--- src/rtl/sram_ctrl_pkg.sv ---
// Shared definitions for the round-robin SRAM controller.
// Holds the FSM state encoding used by the controller.
package sram_ctrl_pkg;

    localparam int unsigned STATE_W = 2;

    typedef logic [STATE_W-1:0] state_t;

    localparam state_t ARB = 2'd0;
    localparam state_t WR  = 2'd1;
    localparam state_t RD1 = 2'd2;
    localparam state_t RD2 = 2'd3;

endpackage

--- src/rtl/rr_arbiter.sv ---
// Combinational round-robin arbiter: grants the first requester after last_grant.
// The search wraps modulo N; grant is one-hot or zero.
module rr_arbiter #(
    parameter int unsigned N  = 2,
    parameter int unsigned IW = (N > 1) ? $clog2(N) : 1
) (
    input  logic [N-1:0]  req,
    input  logic [IW-1:0] last_grant,
    input  logic          enable,
    output logic [N-1:0]  grant,
    output logic [IW-1:0] idx
);

    logic          found;
    int unsigned   cand;
    logic [IW-1:0] cand_idx;

    always_comb begin
        grant    = '0;
        idx      = '0;
        found    = 1'b0;
        cand     = 0;
        cand_idx = '0;
        for (int unsigned off = 1; off <= N; off++) begin
            cand     = (32'(last_grant) + off) % N;
            cand_idx = IW'(cand);
            if (enable && !found && req[cand_idx]) begin
                grant[cand_idx] = 1'b1;
                idx             = cand_idx;
                found           = 1'b1;
            end
        end
    end

endmodule

--- src/rtl/sram_rr_controller.sv ---
// Shares one single-port synchronous RAM between NUM_REQ valid/ready requesters.
// One access in flight: 1-cycle writes, 2-cycle reads (issue, then output-enable/capture).
module sram_rr_controller
    import sram_ctrl_pkg::*;
#(
    parameter int unsigned NUM_REQ    = 2,
    parameter int unsigned ADDR_WIDTH = 4,
    parameter int unsigned DATA_WIDTH = 32
) (
    input  logic                             clk,
    input  logic                             rst,
    input  logic [NUM_REQ-1:0]               req_valid,
    output logic [NUM_REQ-1:0]               req_ready,
    input  logic [NUM_REQ-1:0]               req_we,
    input  logic [NUM_REQ*ADDR_WIDTH-1:0]    req_addr,
    input  logic [NUM_REQ*DATA_WIDTH-1:0]    req_wdata,
    output logic [NUM_REQ-1:0]               rsp_valid,
    output logic [DATA_WIDTH-1:0]            rsp_rdata,
    output logic                             mem_cs,
    output logic                             mem_we,
    output logic                             mem_oe,
    output logic [ADDR_WIDTH-1:0]            mem_addr,
    output logic [DATA_WIDTH-1:0]            mem_wdata,
    output logic                             mem_wdata_oe,
    input  logic [DATA_WIDTH-1:0]            mem_rdata
);

    localparam int unsigned IDX_W = $clog2(NUM_REQ);

    state_t                 state_q, state_d;
    logic [IDX_W-1:0]       last_q;
    logic [IDX_W-1:0]       id_q;
    logic [ADDR_WIDTH-1:0]  addr_q;
    logic [DATA_WIDTH-1:0]  wdata_q;
    logic [NUM_REQ-1:0]     rsp_valid_q;
    logic [DATA_WIDTH-1:0]  rsp_rdata_q;

    logic                   arb_en;
    logic [NUM_REQ-1:0]     gnt;
    logic [IDX_W-1:0]       gnt_idx;
    logic                   accept;

    // Reset also masks the grant so req_ready reads 0 while rst is held.
    assign arb_en = (state_q == ARB) && !rst;
    assign accept = |gnt;

    rr_arbiter #(
        .N  (NUM_REQ),
        .IW (IDX_W)
    ) u_arb (
        .req        (req_valid),
        .last_grant (last_q),
        .enable     (arb_en),
        .grant      (gnt),
        .idx        (gnt_idx)
    );

    always_ff @(posedge clk) begin
        if (rst) begin
            state_q <= ARB;
        end else begin
            state_q <= state_d;
        end
    end

    always_comb begin
        state_d = state_q;
        unique case (state_q)
            ARB: begin
                if (accept) begin
                    state_d = req_we[gnt_idx] ? WR : RD1;
                end
            end
            WR:      state_d = ARB;
            RD1:     state_d = RD2;
            RD2:     state_d = ARB;
            default: state_d = ARB;
        endcase
    end

    // Request capture and read-response registers.
    always_ff @(posedge clk) begin
        if (rst) begin
            last_q      <= IDX_W'(NUM_REQ - 1);
            id_q        <= '0;
            addr_q      <= '0;
            wdata_q     <= '0;
            rsp_valid_q <= '0;
            rsp_rdata_q <= '0;
        end else begin
            if (accept) begin
                last_q  <= gnt_idx;
                id_q    <= gnt_idx;
                addr_q  <= req_addr[gnt_idx*ADDR_WIDTH +: ADDR_WIDTH];
                wdata_q <= req_wdata[gnt_idx*DATA_WIDTH +: DATA_WIDTH];
            end
            rsp_valid_q <= (state_q == RD2) ? (NUM_REQ'(1) << id_q) : '0;
            if (state_q == RD2) begin
                rsp_rdata_q <= mem_rdata;
            end
        end
    end

    // RAM pins decode only registered state, never req_*.
    always_comb begin
        mem_cs       = 1'b0;
        mem_we       = 1'b0;
        mem_oe       = 1'b0;
        mem_wdata_oe = 1'b0;
        unique case (state_q)
            WR: begin
                mem_cs       = 1'b1;
                mem_we       = 1'b1;
                mem_wdata_oe = 1'b1;
            end
            RD1: begin
                mem_cs = 1'b1;
            end
            RD2: begin
                mem_cs = 1'b1;
                mem_oe = 1'b1;
            end
            default: begin
                mem_cs = 1'b0;
            end
        endcase
    end

    assign req_ready = gnt;
    assign rsp_valid = rsp_valid_q;
    assign rsp_rdata = rsp_rdata_q;
    assign mem_addr  = addr_q;
    assign mem_wdata = wdata_q;

endmodule

--- config.mk ---
export PLATFORM = sky130hd
export DESIGN_NAME = sram_rr_controller
export DESIGN_NICKNAME = d
export VERILOG_FILES = /design/src/rtl/sram_ctrl_pkg.sv /design/src/rtl/rr_arbiter.sv /design/src/rtl/sram_rr_controller.sv
export SDC_FILE = /design/constraint.sdc
export NUM_CORES = 1
export LEC_CHECK = 0
export ABC_AREA = 1
export CAP_MARGIN = 10
export CORE_MARGIN = 5
export CORE_UTILIZATION = 62
export CTS_CLUSTER_SIZE = 14
export DETAILED_ROUTE_END_ITERATION = 12
export DONT_BUFFER_PORTS = 1
export PLACE_DENSITY_LB_ADDON = 0.08
export SETUP_SLACK_MARGIN = 0.02
export SLEW_MARGIN = 20
export SYNTH_ARGS = -nofsm -noshare
export SYNTH_HDL_FRONTEND = slang
export SYNTH_HIERARCHICAL = 1
export SYNTH_SLANG_ARGS = --single-unit
--- constraint.sdc ---
create_clock -name clk -period 2.1 [get_ports clk]
set_input_delay 0.525 -clock clk [delete_from_list [all_inputs] [get_ports clk]]
set_output_delay 0.525 -clock clk [all_outputs]
set_load 0.01 [all_outputs]
==> impl_results.md <==
* Fillers at 469
* Final period demand of the worst path at 1.960 ns
* IO Pins at 186
* Yosys top cell by area: dfxtp_1
* TritonCTS buffer count at 9
* First-pass GRT wire length at 12.91 mm
* Crit path max-delay cell type: dfxtp_1
* Post-CTS Setup Inserts at 0
* TNS Setup at 0 ns
* Min-delay worst type: input pin to flip-flop
* Adder-cell area share of the yosys netlist at 0
* Buffers on Ports at 0
* Syn avg cell area at 6.268 um2
* RSZ-0062 raised after global routing: false
* Worst slew pin tran at 0.6054 ns
* VDD IR max at 0.5395 mV
* Initial Util at 0.6414
* Max frequency at 510.3 MHz
* CTS sink count at 74
* # DRC at 0
* Arr. time, crit path at 1.43 ns
* Remaining Overflow, GRT at 0
* Hold path cells at 1
* Hpwl dp at 5.883 mm
* Placed instance area at 0.003304 mm2
* Layout Nets at 625
* Most frequent cell after synthesis: nand2_1
* Clk pin slew, worst setup/hold paths at 0.08 ns
* Worst path cell trace: inv_1 -> nand2_2 -> nor2_2 -> nand2_1 -> a21oi_2 -> buf_4
* Synthesized area at 0.003297 mm2
* Final Cell Area at 0.003522 mm2
* Ys flop type: dfxtp_1
* Max clock buf depth at 2
* Diodes inserted at 0
* Number of synthesized flops with an enable pin at 0
* Setup violators final at 0
* Max-cap violations at 0
* Routed Antenna Nets at 0
* Die Wd at 82.92 um
* Initial DRC count at 159
* Synth Warn # at 6
* CTS tree: yes
* Post-DR wirelength/cell at 13.49 um
* Tot GR Track Use at 0.2272
* Post-synthesis async set-or-reset flop share at 0
* Mux cell area share after synthesis at 0
* Vias in the first global route at 2764
* Worst EP required at 1.57 ns
* Synth-to-layout area growth at 6.831%
* Final Hold Violating Endpoints at 0
* Synth top cells by count: 193 x nand2_1, 143 x nor2_1, 74 x dfxtp_1
* Critical Path Max Stage Delay at 0.33 ns
* Top post-synthesis cells by area: dfxtp_1 45%, nand2_1 22%, nor2_1 16%
* Count of different cell masters after synthesis at 16
* Vias per cell at 5.003
* Crit path kind: flip-flop to output port
* Crit end category: output port
* Largest net degree at the start of global routing at 59
* Crit share post-route at 0.9332
* Synth Area in XOR/XNOR at 0
* Die H at 82.92 um
* Ratio of total power to cell area at 898.9 mW/mm2
* Worst-Skew Late Latency at 0.34 ns
* Max H-tree Level at 3
* Clk_skew at 0.009036 ns
* Core ar. at 0.005140 mm2
* Placer Congestion at 0.7636
* #FFs+latches synth at 74
* Top-area cell type share of the netlist area at 0.4493
* Fin util at 0.6852
* CP Max Fanout at 3
* Ratio of cells with drive above 1 in the final layout at 0.06731
* Slew headroom at 0.5958
* Synth Area in Simple Gates at 0.3917
* Mapped Cells at 526
* DRT Wirelength at 7.960 mm
* Reg2reg path depth at 10
* DIE AREA at 0.006876 mm2
* Largest family of logic cells by synthesized area: simple AND/OR/NAND/NOR gates
* Design Power at 0.003166 W
* Max Transition Viols Final at 0
* Hold buffer count at CTS at 0
* Antenna violations before repair at 0
* Compound-Gate Fraction of Synth Area at 0.05617
* Outcome: finished, final reports clean
* Sequential-to-total area share from yosys stat at 0.4493
* Root Buffer: clkbuf_8
* CP Launch Type: flip-flop
* Drt first pass iters at 4
* Leak pwr at 1.716 nW
* Cell Rows at 26
* Vias at 2952
* Syn_nets at 636
-- metal layers --
layer / vias to the layer above / GRT usage / part of all wire
met2: 129 / 0.3827 / 0.49
met5: - / 0 / 0
met3: 14 / 0.1010 / 0.11
li1: 1535 / - / -
met4: 0 / 0.1040 / 0.019
met1: 1274 / 0.2440 / 0.38
-- path summary, 6_finish.rpt --
kind | from | endpoint | slack [ns]
setup / recovery | state_q[0]$_SDFFE_PP0P_ | req_ready[1] | 0.14
hold / removal | rst | id_q$_SDFFE_PP0P_ | 0.25
setup reg to reg | state_q[0]$_SDFFE_PP0P_ | state_q[1]$_SDFFE_PP0P_ | 0.32
hold reg to reg | id_q$_SDFFE_PP0P_ | rsp_valid[0]$_SDFF_PP0_ | 0.45
-- timing repair --
item                                    CTS  global route
endpoints found under the setup margin    2             2
gates resized for setup                   2             3
hold endpoints to repair                  0             0
-- metrics by stage --
step / std cells / hold WS, ns / setup slack (ns)
floorplan: 526 / 0.4124 / 0.4192
global placement: 574 / 0.4307 / 0.2957
detailed placement: 574 / 0.4462 / 0.2194
CTS: 590 / 0.2361 / 0.01890
global route: 590 / 0.2265 / 0.04140
finish: 590 / 0.2522 / 0.1403
-- layout make-up --
type	instances	area, um2	share of cell area
clock buffer	10	137.6	0.03908
clock inverter	6	66.31	0.01883
inverter	44	165.2	0.04689
multi-input combinational	378	1498	0.4252
sequential	74	1483	0.4210
tap	70	87.58	0.02487
timing repair buffer	8	85.08	0.02416
-- worst max-delay path: cells and delay by family, from the launching register on --
family | cells | cell delay (ns)
flops | 1 | 0.33
simple gates | 3 | 0.33
buf+inv | 2 | 0.26
compound gates | 1 | 0.19
-- layout by cell type (no fill, tap or decap), types with 2 or more instances in the layout --
cell type	n
buf_12	2
dfxtp_1	73
clkinvlp_4	3
buf_4	6
a21oi_2	3
nor2_1	142
inv_1	41
o21ai_0	25
inv_2	3
nand2_1	192
nand2_2	2
o21ai_1	8
clkbuf_8	10
-- where the power goes --
part	total, W	leakage [nW]	internal (W)	switching (W)
combinational	0.000439	1.02	0.000160	0.000279
clock	0.00110	0.0945	0.000581	0.000524
sequential	0.00162	0.605	0.00150	0.000119
total	0.00317	1.72	0.00224	0.000922
-- cells by family after synthesis --
group | after synthesis
compound gates | 37
buf+inv | 74
flops | 74
simple gates | 341
-- sequential cells by signal, indices dropped and copies added (netlist names) --
name / count
id_q: 1
last_q: 1
mem_addr: 4
mem_wdata: 32
rsp_rdata: 32
rsp_valid: 2
state_q: 2
Power figures use the tool's default switching activity.
